===== src/rtl/core_ctrl_pkg.sv =====
// Shared types and constants for the IDU->EXU issue controller.
package core_ctrl_pkg;
  localparam int REG_W = 5;
  localparam logic [REG_W-1:0] REG_ZERO = '0;

  typedef enum logic [1:0] {
    S_RUN     = 2'd0,
    S_BR_WAIT = 2'd1,
    S_FLUSH   = 2'd2
  } ctrl_state_e;
endpackage


===== src/rtl/core_issue_scoreboard.sv =====
// GPR busy scoreboard: a bit per register from issue until writeback; x0 never busy.
module core_issue_scoreboard
  import core_ctrl_pkg::*;
#(
  parameter int NREG = 32
) (
  input  logic             clk,
  input  logic             rst,
  input  logic             set_en,
  input  logic [REG_W-1:0] set_idx,
  input  logic             clr_en,
  input  logic [REG_W-1:0] clr_idx,
  input  logic [REG_W-1:0] rs1_idx,
  input  logic [REG_W-1:0] rs2_idx,
  input  logic [REG_W-1:0] rd_idx,
  output logic             rs1_busy,
  output logic             rs2_busy,
  output logic             rd_busy
);

  logic [NREG-1:0] busy;
  logic [NREG-1:0] busy_nxt;

  // Set is applied after clear so a same-index collision leaves the bit set.
  always_comb begin
    busy_nxt = busy;
    if (clr_en && clr_idx != REG_ZERO) busy_nxt[clr_idx] = 1'b0;
    if (set_en && set_idx != REG_ZERO) busy_nxt[set_idx] = 1'b1;
  end

  always_ff @(posedge clk or posedge rst) begin
    if (rst) busy <= '0;
    else     busy <= busy_nxt;
  end

  assign rs1_busy = (rs1_idx != REG_ZERO) && busy[rs1_idx];
  assign rs2_busy = (rs2_idx != REG_ZERO) && busy[rs2_idx];
  assign rd_busy  = (rd_idx  != REG_ZERO) && busy[rd_idx];

endmodule


===== src/rtl/core_exu_issue_ctrl.sv =====
// Issue controller: gates IDU->EXU on hazards, in-flight limit and unresolved branches.
//   state     | meaning
//   S_RUN     | normal issue, subject to hazard and in-flight limit
//   S_BR_WAIT | control transfer in EXU, nothing issues until it resolves
//   S_FLUSH   | taken transfer: one-cycle IFU flush, wrong-path IDU op dropped
module core_exu_issue_ctrl
  import core_ctrl_pkg::*;
#(
  parameter int MAX_INFLIGHT = 2,
  parameter int CNT_W        = 2,
  parameter int NREG         = 32
) (
  input  logic             clk,
  input  logic             rst,
  input  logic             idu_tx_valid,
  output logic             idu_tx_ready,
  input  logic [REG_W-1:0] idu_rd_idx,
  input  logic             idu_rd_wen,
  input  logic [REG_W-1:0] idu_rs1_idx,
  input  logic             idu_rs1_ren,
  input  logic [REG_W-1:0] idu_rs2_idx,
  input  logic             idu_rs2_ren,
  input  logic             idu_is_ctrl,
  output logic             exu_rx_valid,
  input  logic             exu_rx_ready,
  input  logic             exu_tx_fire,
  input  logic             exu_tx_bc_done,
  input  logic             exu_tx_bc_en,
  input  logic             wbu_wb_valid,
  input  logic             wbu_wb_wen,
  input  logic [REG_W-1:0] wbu_wb_rd_idx,
  output logic             ifu_flush,
  output logic             ctrl_stall,
  output logic [CNT_W-1:0] ctrl_inflight,
  output logic             ctrl_err
);

  localparam logic [CNT_W-1:0] MAX_CNT = CNT_W'(MAX_INFLIGHT);

  ctrl_state_e state, state_nxt;
  logic        rs1_busy, rs2_busy, rd_busy;
  logic        hazard, permit, issue;

  core_issue_scoreboard #(.NREG(NREG)) u_sb (
    .clk      (clk),
    .rst      (rst),
    .set_en   (issue && idu_rd_wen),
    .set_idx  (idu_rd_idx),
    .clr_en   (wbu_wb_valid && wbu_wb_wen),
    .clr_idx  (wbu_wb_rd_idx),
    .rs1_idx  (idu_rs1_idx),
    .rs2_idx  (idu_rs2_idx),
    .rd_idx   (idu_rd_idx),
    .rs1_busy (rs1_busy),
    .rs2_busy (rs2_busy),
    .rd_busy  (rd_busy)
  );

  assign hazard = (idu_rs1_ren && rs1_busy) || (idu_rs2_ren && rs2_busy) ||
                  (idu_rd_wen && rd_busy);
  assign permit = (state == S_RUN) && !hazard && (ctrl_inflight < MAX_CNT);
  assign issue  = idu_tx_valid && exu_rx_ready && permit;
  assign ctrl_stall = idu_tx_valid && exu_rx_ready && !permit;

  always_comb begin
    state_nxt    = state;
    exu_rx_valid = 1'b0;
    idu_tx_ready = 1'b0;
    case (state)
      S_RUN: begin
        exu_rx_valid = idu_tx_valid && permit;
        idu_tx_ready = exu_rx_ready && permit;
        if (issue && idu_is_ctrl) state_nxt = S_BR_WAIT;
      end
      S_BR_WAIT: begin
        if (exu_tx_fire && exu_tx_bc_done)
          state_nxt = exu_tx_bc_en ? S_FLUSH : S_RUN;
      end
      // Accept and discard whatever IDU holds: it is on the wrong path.
      S_FLUSH: begin
        idu_tx_ready = 1'b1;
        state_nxt    = S_RUN;
      end
      default: state_nxt = S_RUN;
    endcase
  end

  always_ff @(posedge clk or posedge rst) begin
    if (rst) begin
      state         <= S_RUN;
      ifu_flush     <= 1'b0;
      ctrl_inflight <= '0;
      ctrl_err      <= 1'b0;
    end else begin
      state     <= state_nxt;
      ifu_flush <= (state_nxt == S_FLUSH);
      case ({issue, wbu_wb_valid})
        2'b10:   ctrl_inflight <= ctrl_inflight + 1'b1;
        2'b01:   if (ctrl_inflight != '0) ctrl_inflight <= ctrl_inflight - 1'b1;
        default: ctrl_inflight <= ctrl_inflight;
      endcase
      if (wbu_wb_valid && ctrl_inflight == '0) ctrl_err <= 1'b1;
    end
  end

endmodule


===== config.mk =====
export PLATFORM = sky130hd
export DESIGN_NAME = core_exu_issue_ctrl
export DESIGN_NICKNAME = d
export VERILOG_FILES = /design/src/rtl/core_ctrl_pkg.sv /design/src/rtl/core_issue_scoreboard.sv /design/src/rtl/core_exu_issue_ctrl.sv
export SDC_FILE = /design/constraint.sdc
export NUM_CORES = 1
export LEC_CHECK = 0
export BUFFER_PORTS_ARGS = -buffer_cell sky130_fd_sc_hd__buf_2
export CAP_MARGIN = 20
export CORE_UTILIZATION = 35
export CTS_CLUSTER_SIZE = 8
export DETAILED_ROUTE_END_ITERATION = 10
export HOLD_SLACK_MARGIN = 0.03
export PLACE_DENSITY = 0.53
export SLEW_MARGIN = 10
export SYNTH_ARGS = -nofsm -noshare
export SYNTH_HDL_FRONTEND = slang
export SYNTH_SLANG_ARGS = --single-unit

===== constraint.sdc =====
create_clock -name clk -period 2.3 [get_ports clk]
set_input_delay 0.115 -clock clk [delete_from_list [all_inputs] [get_ports clk]]
set_output_delay 0.115 -clock clk [all_outputs]
set_load 0.05 [all_outputs]

==> metrics.yaml <==
outcome:
  outcome: "finished with violations"
  violations: "setup timing"
synth:
  synth_most_common_cell: "o21ai_0"
  ys_ff_latch: 38
  async_reset_ff_share_pct: 100
  synth_common_cells: "o21ai_0, dfrtp_1, mux2i_1"
  ys_seq_area_share_pct: 39.1
  synth_flop_cell: "dfrtp_1"
  synth_area_leaders: "dfrtp_1, o21ai_0, mux4_2"
  synthCells: 246
  yosys.area.top_type: "dfrtp_1"
  synth_top_area_share_pct: 39.1
  syn_avg_cell_area_um2: 9.89
  synthesis.nets: 279
  synth-edff-count: 0
  ys_warn_count: 0
  synth.distinct_cells: 38
  syn_area_um2: 2430
detailed_routing:
  firstDrtPassIters: 4
  drc: 0
  drtAntennaViolNets: 0
  routed_wl_um: 8120
  vias_per_cell: 5.76
  drtIter0Drc: 208
  wire_per_inst_um: 18.7
  num_vias: 2500
finish:
  syn2layout_area_growth_pct: 46.4
  drive_gt1_share_pct: 51.7
  fin_nets: 386
  antenna_cells: 0
setup_path:
  cpMaxStageDelayCell: "mux4_2"
  path_class: "reg2reg"
  cp.arrival_ps: 2810
  rrSetupSlack_ps: -290
  cp_data_required_time_ps: 2520
  crit_fanout: 8
  reg2reg_depth: 8
  r2r-end: "u_sb.busy[15]"
  cp-end-kind: "flip-flop"
  critPathLaunchType: "flip-flop"
  cpPeakStageDelay_ps: 470
  crit_chain: "mux4_2, mux4_2, and3_4, or2_4, nor4_4, buf_4, nand3_4, o21ai_1"
  path_common_cell: "mux4_2"
  reg2reg_from: "u_sb.busy[27]"
grt:
  overflow: 0
  grt_pass1_vias: 2430
  grt_pass1_wl_um: 13000
  antenna_found_initial: 0
  grt_max_degree: 39
  grt_usage_pct: 23.5
sta:
  period_minus_slack_ps: 2590
  fin_ws_ps: -294
  tns_ps: -9440
  fin_skew_ps: 2.73
  rsz0062_at_grt: "yes"
  post-route-period-util_pct: 113
  relSlewSlack_pct: 67.1
  max_freq_mhz: 386
  setup_violations: 37
  tightest_slew_ps: 494
  drv_slew: 0
  hold_viol: 0
placement:
  portBuffers: 39
  globalplace.congestion: 0.909
  dp_hpwl_um: 6400
clock_network:
  worstSkewPairLatency_ps: 290
  cts_sinks: 38
  cts_max_level: 2
  root_buffer: "clkbuf_8"
  clk_pin_slew_ps: 80
  cts_buffer_depth: 2
  cts_buffers: 5
  cts_tree: "built"
hold_path:
  min_to: "state[1]"
  hp-class: "in2reg"
  min-delay-start: "exu_tx_bc_en"
  hold_path_depth: 3
floorplan:
  die_y_um: 85.4
  die_w_um: 85.4
  die_area_um2: 7290
  core_area_um2: 6760
  start_util_pct: 36.0
  pin_count: 40
  rows: 30
pwr:
  power-per-cell-area_nw_per_um2: 581
  power_w: 0.00207
  vdd_drop_max_uv: 242
  power_leakage_nw: 1.58
run:
  cap_viol_max_count: 0
## per-stage QoR
step	std cells	hold slack [ps]	setup slack, ps	utilization, %	instance area [µm²]
6_report	434	67.9	-294	52.7	3560
5_1_grt	434	90.6	-346	52.7	3560
4_1_cts	430	65.2	-352	51.4	3470
3_5_place_dp	418	257	-452	47.2	3190
3_3_place_gp	418	263	-444	47.2	3190
2_1_floorplan	246	254	-145	-	2470
## flip-flops by register name (all words and copies together), names as in the netlist
signal and flops:
u_sb.busy 32, ctrl_inflight 2, state 2, ctrl_err 1, ifu_flush 1
## critical path: cells and delay by family (launching register included)
| kind | cells | cell delay (ps) |
|---|---|---|
| multiplexers | 2 | 940 |
| flip-flops | 1 | 420 |
| buffers and inverters | 1 | 190 |
| AND/OR/NAND/NOR | 4 | 800 |
| AO/OA/AOI/OAI | 1 | 160 |
## power by group
part | switching [W] | internal, W
sequential | 0.0000636 | 0.000740
combinational | 0.000367 | 0.000334
clock | 0.000247 | 0.000319
total | 0.000677 | 0.00139
## repair_timing
action | 4_1_cts | 5_1_grt
endpoints found under the hold margin | 38 | 0
pin swaps | 14 | 10
buffers inserted | 3 | 4
gates resized for setup | 40 | 16
endpoints found under the setup margin | 37 | 37
hold buffers | 1 | 0
## cell usage in the layout, fill, tap and decap left out, drive strengths merged, types with 2 or more instances in the layout
| master | count |
|---|---|
| nor2b | 3 |
| o21ai | 65 |
| clkinv | 2 |
| dfrtp | 38 |
| or3 | 2 |
| nand3 | 9 |
| inv | 2 |
| mux2 | 4 |
| nand3b | 10 |
| nor2 | 13 |
| a21oi | 6 |
| buf | 109 |
| nor3 | 7 |
| a22oi | 2 |
| mux4 | 14 |
| nand2b | 5 |
| nand2 | 11 |
| mux2i | 16 |
| a311oi | 2 |
| clkbuf | 5 |
| or3b | 4 |
| nand4 | 3 |
| o22ai | 4 |
## cell type report
type | instances | area, µm²
clock buffer | 5 | 68.8
clock inverter | 3 | 40.0
multi-input combinational | 196 | 1630
fill | 625 | 3190
tap | 80 | 100
sequential | 38 | 951
timing repair buffer | 110 | 764
inverter | 2 | 7.51
## worst max path at each step
stage / startpoint / end / slack [ps] / depth (start not counted)
finish: u_sb.busy[27] / u_sb.busy[15] / -290 / 8
global route: u_sb.busy[31] / u_sb.busy[16] / -350 / 8
CTS: u_sb.busy[31] / u_sb.busy[14] / -350 / 8
detailed placement: u_sb.busy[31] / u_sb.busy[16] / -450 / 8
global placement: u_sb.busy[19] / u_sb.busy[16] / -440 / 8
floorplan: u_sb.busy[31] / u_sb.busy[10] / -150 / 7
## per-layer routing
layer / vias up / wire [µm] / track usage [%]
met5: - / 0 / 0
met1: 1212 / 3740 / 34.3
met3: 13 / 476 / 3.02
li1: 1172 / - / -
met4: 0 / 132 / 5.61
met2: 103 / 3770 / 37.3
## kinds of logic (layout without fill, tap and decap cells)
logic type	Yosys count	after routing	synth area share, %
AO/OA/AOI/OAI	88	88	20.1
XOR/XNOR	1	1	0.360
buffers and inverters	12	120	1.95
flip-flops	38	38	39.1
multiplexers	34	34	21.4
AND/OR/NAND/NOR	73	73	17.2
Note: power is estimated with default switching activity, not from simulation.
